$ cat config.mk
export PLATFORM = sky130hd
export DESIGN_NAME = uart_rx
export DESIGN_NICKNAME = d
export VERILOG_FILES = /design/src/rtl/uart_pkg.sv /design/src/rtl/uart_sync2.sv /design/src/rtl/uart_rx.sv
export SDC_FILE = /design/constraint.sdc
export NUM_CORES = 1
export LEC_CHECK = 0
export BUFFER_PORTS_ARGS = -buffer_cell sky130_fd_sc_hd__buf_2
export CAP_MARGIN = 20
export CORE_ASPECT_RATIO = 0.75
export CORE_MARGIN = 3
export CORE_UTILIZATION = 35
export CTS_CLUSTER_SIZE = 20
export DETAILED_ROUTE_END_ITERATION = 8
export PLACE_DENSITY_LB_ADDON = 0.25
export SYNTH_ARGS = -nofsm -noshare
export SYNTH_HDL_FRONTEND = slang
export SYNTH_SLANG_ARGS = --single-unit
$ cat constraint.sdc
create_clock -name i_Clock -period 2.14 [get_ports i_Clock]
set_input_delay 0.107 -clock i_Clock [delete_from_list [all_inputs] [get_ports i_Clock]]
set_output_delay 0.107 -clock i_Clock [all_outputs]
set_load 0.1 [all_outputs]
$ cat src/rtl/uart_pkg.sv
// Shared UART definitions: receiver state encoding, frame constants and
// the baud divisor helper used by both the RX and TX sides.
package uart_pkg;

  localparam int unsigned UART_DATA_BITS = 8;
  localparam int unsigned UART_IDX_W     = 3;

  // Receiver state encoding; RX_PARITY_BIT is only visited when parity is built in
  typedef enum logic [2:0] {
    IDLE          = 3'd0,
    RX_START_BIT  = 3'd1,
    RX_DATA_BITS  = 3'd2,
    RX_PARITY_BIT = 3'd3,
    RX_STOP_BIT   = 3'd4,
    CLEANUP       = 3'd5
  } rx_state_e;

  // Clock cycles per UART bit for a given system clock and baud rate
  function automatic int unsigned clks_per_bit(input int unsigned clk_hz,
                                               input int unsigned baud);
    return clk_hz / baud;
  endfunction

endpackage

$ cat src/rtl/uart_sync2.sv
// Two-flop synchronizer for an asynchronous single-bit input.
// RESET_VAL sets the value both flops take during reset (idle-high line -> 1).
module uart_sync2 #(
  parameter logic RESET_VAL = 1'b1
) (
  input  logic i_Clock,
  input  logic i_Reset,
  input  logic async_in,
  output logic sync_out
);

  logic meta;

  // Metastability chain: first flop may go metastable, second resolves it
  always_ff @(posedge i_Clock or posedge i_Reset) begin
    if (i_Reset) begin
      meta     <= RESET_VAL;
      sync_out <= RESET_VAL;
    end else begin
      meta     <= async_in;
      sync_out <= meta;
    end
  end

endmodule

$ cat src/rtl/uart_rx.sv
// UART receiver: 1 start bit, 8 data bits LSB first, 1 stop bit.
// The serial line is synchronized, then sampled at each bit centre.
// Optional parity bit (and o_RX_Parity_Err) when UART_RX_PARITY_EN is defined;
// PARITY_ODD selects odd (1) or even (0) parity in that build.
module uart_rx
  import uart_pkg::*;
#(
  parameter int unsigned CLKS_PER_BIT = 217
`ifdef UART_RX_PARITY_EN
  ,
  parameter bit          PARITY_ODD   = 1'b0
`endif
) (
  input  logic       i_Clock,
  input  logic       i_Reset,
  input  logic       i_RX_Serial,
  output logic       o_RX_DV,
  output logic [7:0] o_RX_Byte,
  output logic       o_RX_Active,
  output logic       o_RX_Frame_Err
`ifdef UART_RX_PARITY_EN
  ,
  output logic       o_RX_Parity_Err
`endif
);

  localparam int unsigned CNT_W = $clog2(CLKS_PER_BIT);

  // Last cycle of a full bit period, and the start-bit centre
  localparam logic [CNT_W-1:0] CNT_LAST = CNT_W'(CLKS_PER_BIT - 1);
  localparam logic [CNT_W-1:0] CNT_HALF = CNT_W'((CLKS_PER_BIT - 1) / 2);
  localparam logic [UART_IDX_W-1:0] IDX_LAST = UART_IDX_W'(UART_DATA_BITS - 1);

  rx_state_e                   state;
  logic [CNT_W-1:0]            clk_cnt;
  logic [UART_IDX_W-1:0]       bit_idx;
  logic [UART_DATA_BITS-1:0]   rx_data;
  logic                        rx_s;

`ifdef UART_RX_PARITY_EN
  logic rx_par;
  logic parity_ok_c;

  // Received parity bit must equal the XOR of the data, inverted for odd parity
  assign parity_ok_c = (rx_par == ((^rx_data) ^ PARITY_ODD));
`endif

  uart_sync2 #(
    .RESET_VAL (1'b1)
  ) u_sync (
    .i_Clock  (i_Clock),
    .i_Reset  (i_Reset),
    .async_in (i_RX_Serial),
    .sync_out (rx_s)
  );

  // Receive FSM: bit timing, data capture and the output strobes
  always_ff @(posedge i_Clock or posedge i_Reset) begin
    if (i_Reset) begin
      state          <= IDLE;
      clk_cnt        <= '0;
      bit_idx        <= '0;
      rx_data        <= '0;
      o_RX_DV        <= 1'b0;
      o_RX_Byte      <= 8'h00;
      o_RX_Active    <= 1'b0;
      o_RX_Frame_Err <= 1'b0;
`ifdef UART_RX_PARITY_EN
      rx_par          <= 1'b0;
      o_RX_Parity_Err <= 1'b0;
`endif
    end else begin
      // Strobes are single-cycle unless re-asserted below
      o_RX_DV        <= 1'b0;
      o_RX_Frame_Err <= 1'b0;
`ifdef UART_RX_PARITY_EN
      o_RX_Parity_Err <= 1'b0;
`endif

      case (state)
        IDLE: begin
          clk_cnt     <= '0;
          bit_idx     <= '0;
          o_RX_Active <= 1'b0;
          if (!rx_s) begin
            state       <= RX_START_BIT;
            o_RX_Active <= 1'b1;
          end
        end

        // Re-check the line at the start-bit centre to reject glitches
        RX_START_BIT: begin
          if (clk_cnt == CNT_HALF) begin
            clk_cnt <= '0;
            if (!rx_s) begin
              state <= RX_DATA_BITS;
            end else begin
              state       <= IDLE;
              o_RX_Active <= 1'b0;
            end
          end else begin
            clk_cnt <= clk_cnt + CNT_W'(1);
          end
        end

        // One full bit period from the previous centre lands on the next centre
        RX_DATA_BITS: begin
          if (clk_cnt == CNT_LAST) begin
            clk_cnt          <= '0;
            rx_data[bit_idx] <= rx_s;
            if (bit_idx == IDX_LAST) begin
              bit_idx <= '0;
`ifdef UART_RX_PARITY_EN
              state   <= RX_PARITY_BIT;
`else
              state   <= RX_STOP_BIT;
`endif
            end else begin
              bit_idx <= bit_idx + UART_IDX_W'(1);
            end
          end else begin
            clk_cnt <= clk_cnt + CNT_W'(1);
          end
        end

`ifdef UART_RX_PARITY_EN
        RX_PARITY_BIT: begin
          if (clk_cnt == CNT_LAST) begin
            clk_cnt <= '0;
            rx_par  <= rx_s;
            state   <= RX_STOP_BIT;
          end else begin
            clk_cnt <= clk_cnt + CNT_W'(1);
          end
        end
`endif

        // Stop bit decides between a good byte and an error strobe
        RX_STOP_BIT: begin
          if (clk_cnt == CNT_LAST) begin
            clk_cnt     <= '0;
            state       <= CLEANUP;
            o_RX_Active <= 1'b0;
            if (rx_s) begin
`ifdef UART_RX_PARITY_EN
              if (parity_ok_c) begin
                o_RX_Byte <= rx_data;
                o_RX_DV   <= 1'b1;
              end else begin
                o_RX_Parity_Err <= 1'b1;
              end
`else
              o_RX_Byte <= rx_data;
              o_RX_DV   <= 1'b1;
`endif
            end else begin
              o_RX_Frame_Err <= 1'b1;
            end
          end else begin
            clk_cnt <= clk_cnt + CNT_W'(1);
          end
        end

        // Hold off new frames until the line has returned high (break / stuck-low)
        CLEANUP: begin
          clk_cnt     <= '0;
          bit_idx     <= '0;
          o_RX_Active <= 1'b0;
          if (rx_s) begin
            state <= IDLE;
          end
        end

        default: begin
          state       <= IDLE;
          clk_cnt     <= '0;
          bit_idx     <= '0;
          o_RX_Active <= 1'b0;
        end
      endcase
    end
  end

endmodule

# == Word-level counts from Yosys, hierarchy flattened ==
# Cells that the tools add are included.
# totals
regBits,35
inputBits,3
output_inout_bits,11
# op_classes
addsub,2
order_cmp,2
n_eq_ne,14
mux,27
bitwise_logic,2
reduce_logical,9
# ops
op,n
$mux 3,8
$mux 8,2
$pmux 8 s2,1
$pmux 3 s5,1
$mux 1,10
$ne 2x2->1 const B,5
$eq 3x3->1 const B,3
$add 8x1->8 const B,1
$bwmux 8,1
$eq 8x7->1 const B,1
$eq 8x8->1 const B,1
$pmux 3 s2,1
$reduce_and 6->1,1
$lt 3x4->1 const B,1
$ne 2x1->1 const B,2
$pmux 1 s4,1
$reduce_and 2->1,2
$reduce_and 4->1,1
$reduce_or 2->1,2
$add 3x1->3 const B,1
$demux 1 s3,1
$eq 3x1->1 const B,1
$eq 3x2->1 const B,1
$ge 3x1->1 const B,1
5 further kinds,6

# == Longest topological paths before layout ==
# logic_depth
depth_word,5
ltp_mapped,7
mapped_depth_nobuf,6

# == Modules after synthesis ==
# A second synthesis with hierarchy kept.
# unflattened
hier_cells,151
area_unflattened_um2,1670.4
# modules_own_cells
module,n_inst,cells_each,area_each_um2,seq_area_each_um2
uart_rx,1,148,1614.0,825.8
uart_sync2,1,3,56.3,52.6

# == Least setup slack after synthesis ==
# Ideal clock, no wire load.
# synth_path
kind,flip-flop to flip-flop
from,reg clk_cnt[0]
to,reg rx_data[6]
setup_ns,0.128
arrival_ns,1.824
setup_slack_ns,0.189
path_stages_with_launch,8
period_less_slack_ns,1.951
cell_sequence,dfrtp_1 -> inv_1 -> ha_1 -> nand3_1 -> or4_4 -> buf_6 -> nor4_2 -> mux2_1
# synth_between
elab_chain_cells,2
# synth_rtl
item,line,rtl
from (decl),uart_rx.sv:35,logic [CNT_W-1:0] clk_cnt;
from (signal assigned),uart_rx.sv:102,clk_cnt <= clk_cnt + CNT_W'(1);
from (signal assigned),uart_rx.sv:122,clk_cnt <= clk_cnt + CNT_W'(1);
from (signal assigned),uart_rx.sv:160,clk_cnt <= clk_cnt + CNT_W'(1);
$eq 8x8->1,uart_rx.sv:108,if (clk_cnt == CNT_LAST) begin
$reduce_and 2->1 (no line),n/a,
"to (signal, indexed assignment)",uart_rx.sv:110,rx_data[bit_idx] <= rx_s;
to (decl),uart_rx.sv:37,logic [UART_DATA_BITS-1:0] rx_data;
# Every way passes these cells.
# A chain may end at the register's enable or synchronous reset.

# == Worst setup path after layout ==
# Ends and elaborated chain as after synthesis.

==> metrics.cfg <==
[run_status]
status=complete, no violations

[place]
dp.cells=220
gp_congestion=0.8638
dp_hpwl_um=2108
portBuffers=13
detailedPlace.worstSlack_ns=0.1504

[setup_path]
reg2reg_to=rx_data[6]$_DFFE_PP0P_
worst-r2r-setup-slack_ns=0.15
crit_path_start_kind=flop
startpoint=clk_cnt[0]$_DFF_PP0_
required_ns=2.31
cp_max_fo=7
timing_worst_setup_path_type=reg -> reg
arrival_ns=2.16
rr_worst_depth=6
reg2reg_from=clk_cnt[0]$_DFF_PP0_
critPathCaptureType=flop

[routing]
drt_iter0_markers=43
firstDrtPassIters=4
wl_per_cell_um=13.04
vias=1166
wirelength_um=3000
route.detailed.drc=0
ant_nets=0
vias_per_cell=5.070

[timing]
layout_min_cycle_time_ns=1.988
relSlewSlack_pct=67.68
grt_setup_unrepaired=false
timing.final.crit_share_pct=92.88
drv_slew=0
worst_slack_ns=0.1523
timing.fmax_mhz=503.1
holdWs_ns=0.3583
fin_skew_ns=0.01139
tns_ns=0
worst-slew-pin-transition_ns=0.4882
setup_viol=0
hold_viol=0

[clocking]
post_cts_resize_count=0
worstSkewPairLatency_ns=0.28
clk_pin_slew_ns=0.08
cts.htree.levels=2
root_buffer=clkbuf_8
max-clock-path-buffers=2
cts_num_sinks=35
cts_buffers=5
tritoncts=built

[power_and_ir_drop]
switchingPower_mw=0.2507
ir_drop_mv=0.3864
clkPwrFrac_pct=43.2
power-per-cell-area_nw_per_um2=624.6
swShare_pct=20.65
power_frac_comb_pct=1.7
p_seq_share_pct=55.1
leakagePower_nw=0.9138
power.internal_mw=0.9636

[floorplanning]
placementRows=21
die_x_um=86.25
die_h_um=66.19
dieArea_um2=5708
start_util_pct=37.19
core_area_um2=4546
pin_count=14

[yosys]
synth_edf_count=0
synth.top_cells.by_area=dfrtp_1 (49%), mux2_2 (9.3%), nor2_1 (4.2%)
ys_seq_elements=35
synth_cell_types=39
syn_nets=161
yosysWarnings=0
synth_top_area_share_pct=48.85
yosysTopAreaCell=dfrtp_1
yosysMostFrequentCell=dfrtp_1
synth.yosys.seq_area_share_pct=51.96
async_flop_share_pct=100.0
syn-cell-area_um2=1690
synth_commonest_cells=dfrtp_1 (33), nor2_1 (19), mux2_2 (14), nand3_1 (8), nand2_1 (7)
synth_flop_cell=dfrtp_1
netlist_instances=154
avgSynthCellArea_um2=10.98

[global_route]
grt_antenna_before_repair=0
grt_pass1_vias=1152
grt_start_max_net_pins=36
grt_pass1_wl_um=5347
grt_overflow=0
grt_usage_pct=12.20

[hold_path]
worstHoldPathCells=0
hp-class=reg -> reg
hold_end=u_sync.sync_out$_DFF_PP1_
hold_start=u_sync.meta$_DFF_PP1_

[finish]
antenna_cells=0
fin_nets=179
finalNonFillerCells=230
syn_to_final_growth_pct=15.03
drive_gt1_share_pct=27.75

[job]
max_cap_violations=0

-- final cells by class --
type / count / area [um2]
Timing Repair Buffer: 20 / 122.6
Fill cell: 442 / 2601
Clock inverter: 1 / 7.507
Sequential cell: 35 / 878.3
Tap cell: 57 / 71.32
Clock buffer: 7 / 96.34
Multi-Input combinational cell: 106 / 753.2
Inverter: 4 / 15.01
-- power groups by stage --
stage                     Sequential (mW)  Clock, mW  Combinational, mW
final                               0.669      0.525             0.0204
after global routing                0.670      0.580             0.0245
after CTS                           0.669      0.544             0.0215
after detailed placement            0.682          0             0.0187
after global placement              0.682          0             0.0182
after floorplan                     0.678          0             0.0137
-- flip-flops by register name (all words and copies together), names as in the netlist --
register / cells
clk_cnt: 8
u_sync.sync_out: 1
u_sync.meta: 1
bit_idx: 3
rx_data: 8
o_RX_DV: 1
state: 3
o_RX_Active: 1
o_RX_Frame_Err: 1
o_RX_Byte: 8
-- critical path: stages (launching register included) --
cell,delay [ns]
dfrtp_1,0.42
inv_1,0.07
ha_1,0.16
nand3_1,0.09
or4_4,0.50
nor4_2,0.29
mux2_1,0.34
-- worst max path at each step --
stage / endpoint
finish: rx_data[6]$_DFFE_PP0P_
global route: rx_data[6]$_DFFE_PP0P_
CTS: rx_data[6]$_DFFE_PP0P_
detailed placement: rx_data[6]$_DFFE_PP0P_
global placement: rx_data[6]$_DFFE_PP0P_
floorplan: rx_data[6]$_DFFE_PP0P_
-- cell usage in the layout (no fill, tap or decap), types with 4 or more instances in the layout --
master,Yosys,final
dfrtp_1,33,33
nor2_1,19,19
mux2_2,14,14
buf_2,2,13
nand3_1,8,8
nand2_1,7,7
clkbuf_8,0,7
buf_4,0,5
o21ai_0,4,4
a21oi_1,4,4
inv_1,4,4
xnor2_1,4,4
ha_1,4,4
-- per-layer routing --
layer	global-route usage, %	wire (um)	vias to the layer above
li1	-	-	575
met1	18.13	1583	558
met2	15.58	1229	31
met3	4.483	161	2
met4	5.058	26	0
met5	0	0	-
-- per-stage QoR --
step / utilization [%] / cell area [um2] / total power, mW
floorplan: - / 1690 / 0.6922
global placement: 40.05 / 1821 / 0.6999
detailed placement: 40.05 / 1821 / 0.7008
CTS: 42.77 / 1944 / 1.235
global route: 42.77 / 1944 / 1.274
finish: 42.77 / 1944 / 1.214
-- what timing repair did --
| item | 4_1_cts | 5_1_grt |
|---|---|---|
| hold buffers | 2 | 0 |
| buffers inserted | 0 | 0 |
| endpoints found under the hold margin | 34 | 0 |
-- kinds of logic (layout without fill, tap and decap cells) --
kind of cell               after synthesis  in the layout  synth area share (%)
and+or+nand+nor                         60             60                 19.84
DFF                                     35             35                 51.96
AOI/OAI and AO/OA                       19             19                 7.402
muxes                                   17             17                 11.25
buffers and inverters                   13             32                 3.479
xor gates and xnor gates                 6              6                 3.109
adders and majority gates                4              4                 2.961
Note: power is estimated with default switching activity, not from simulation.
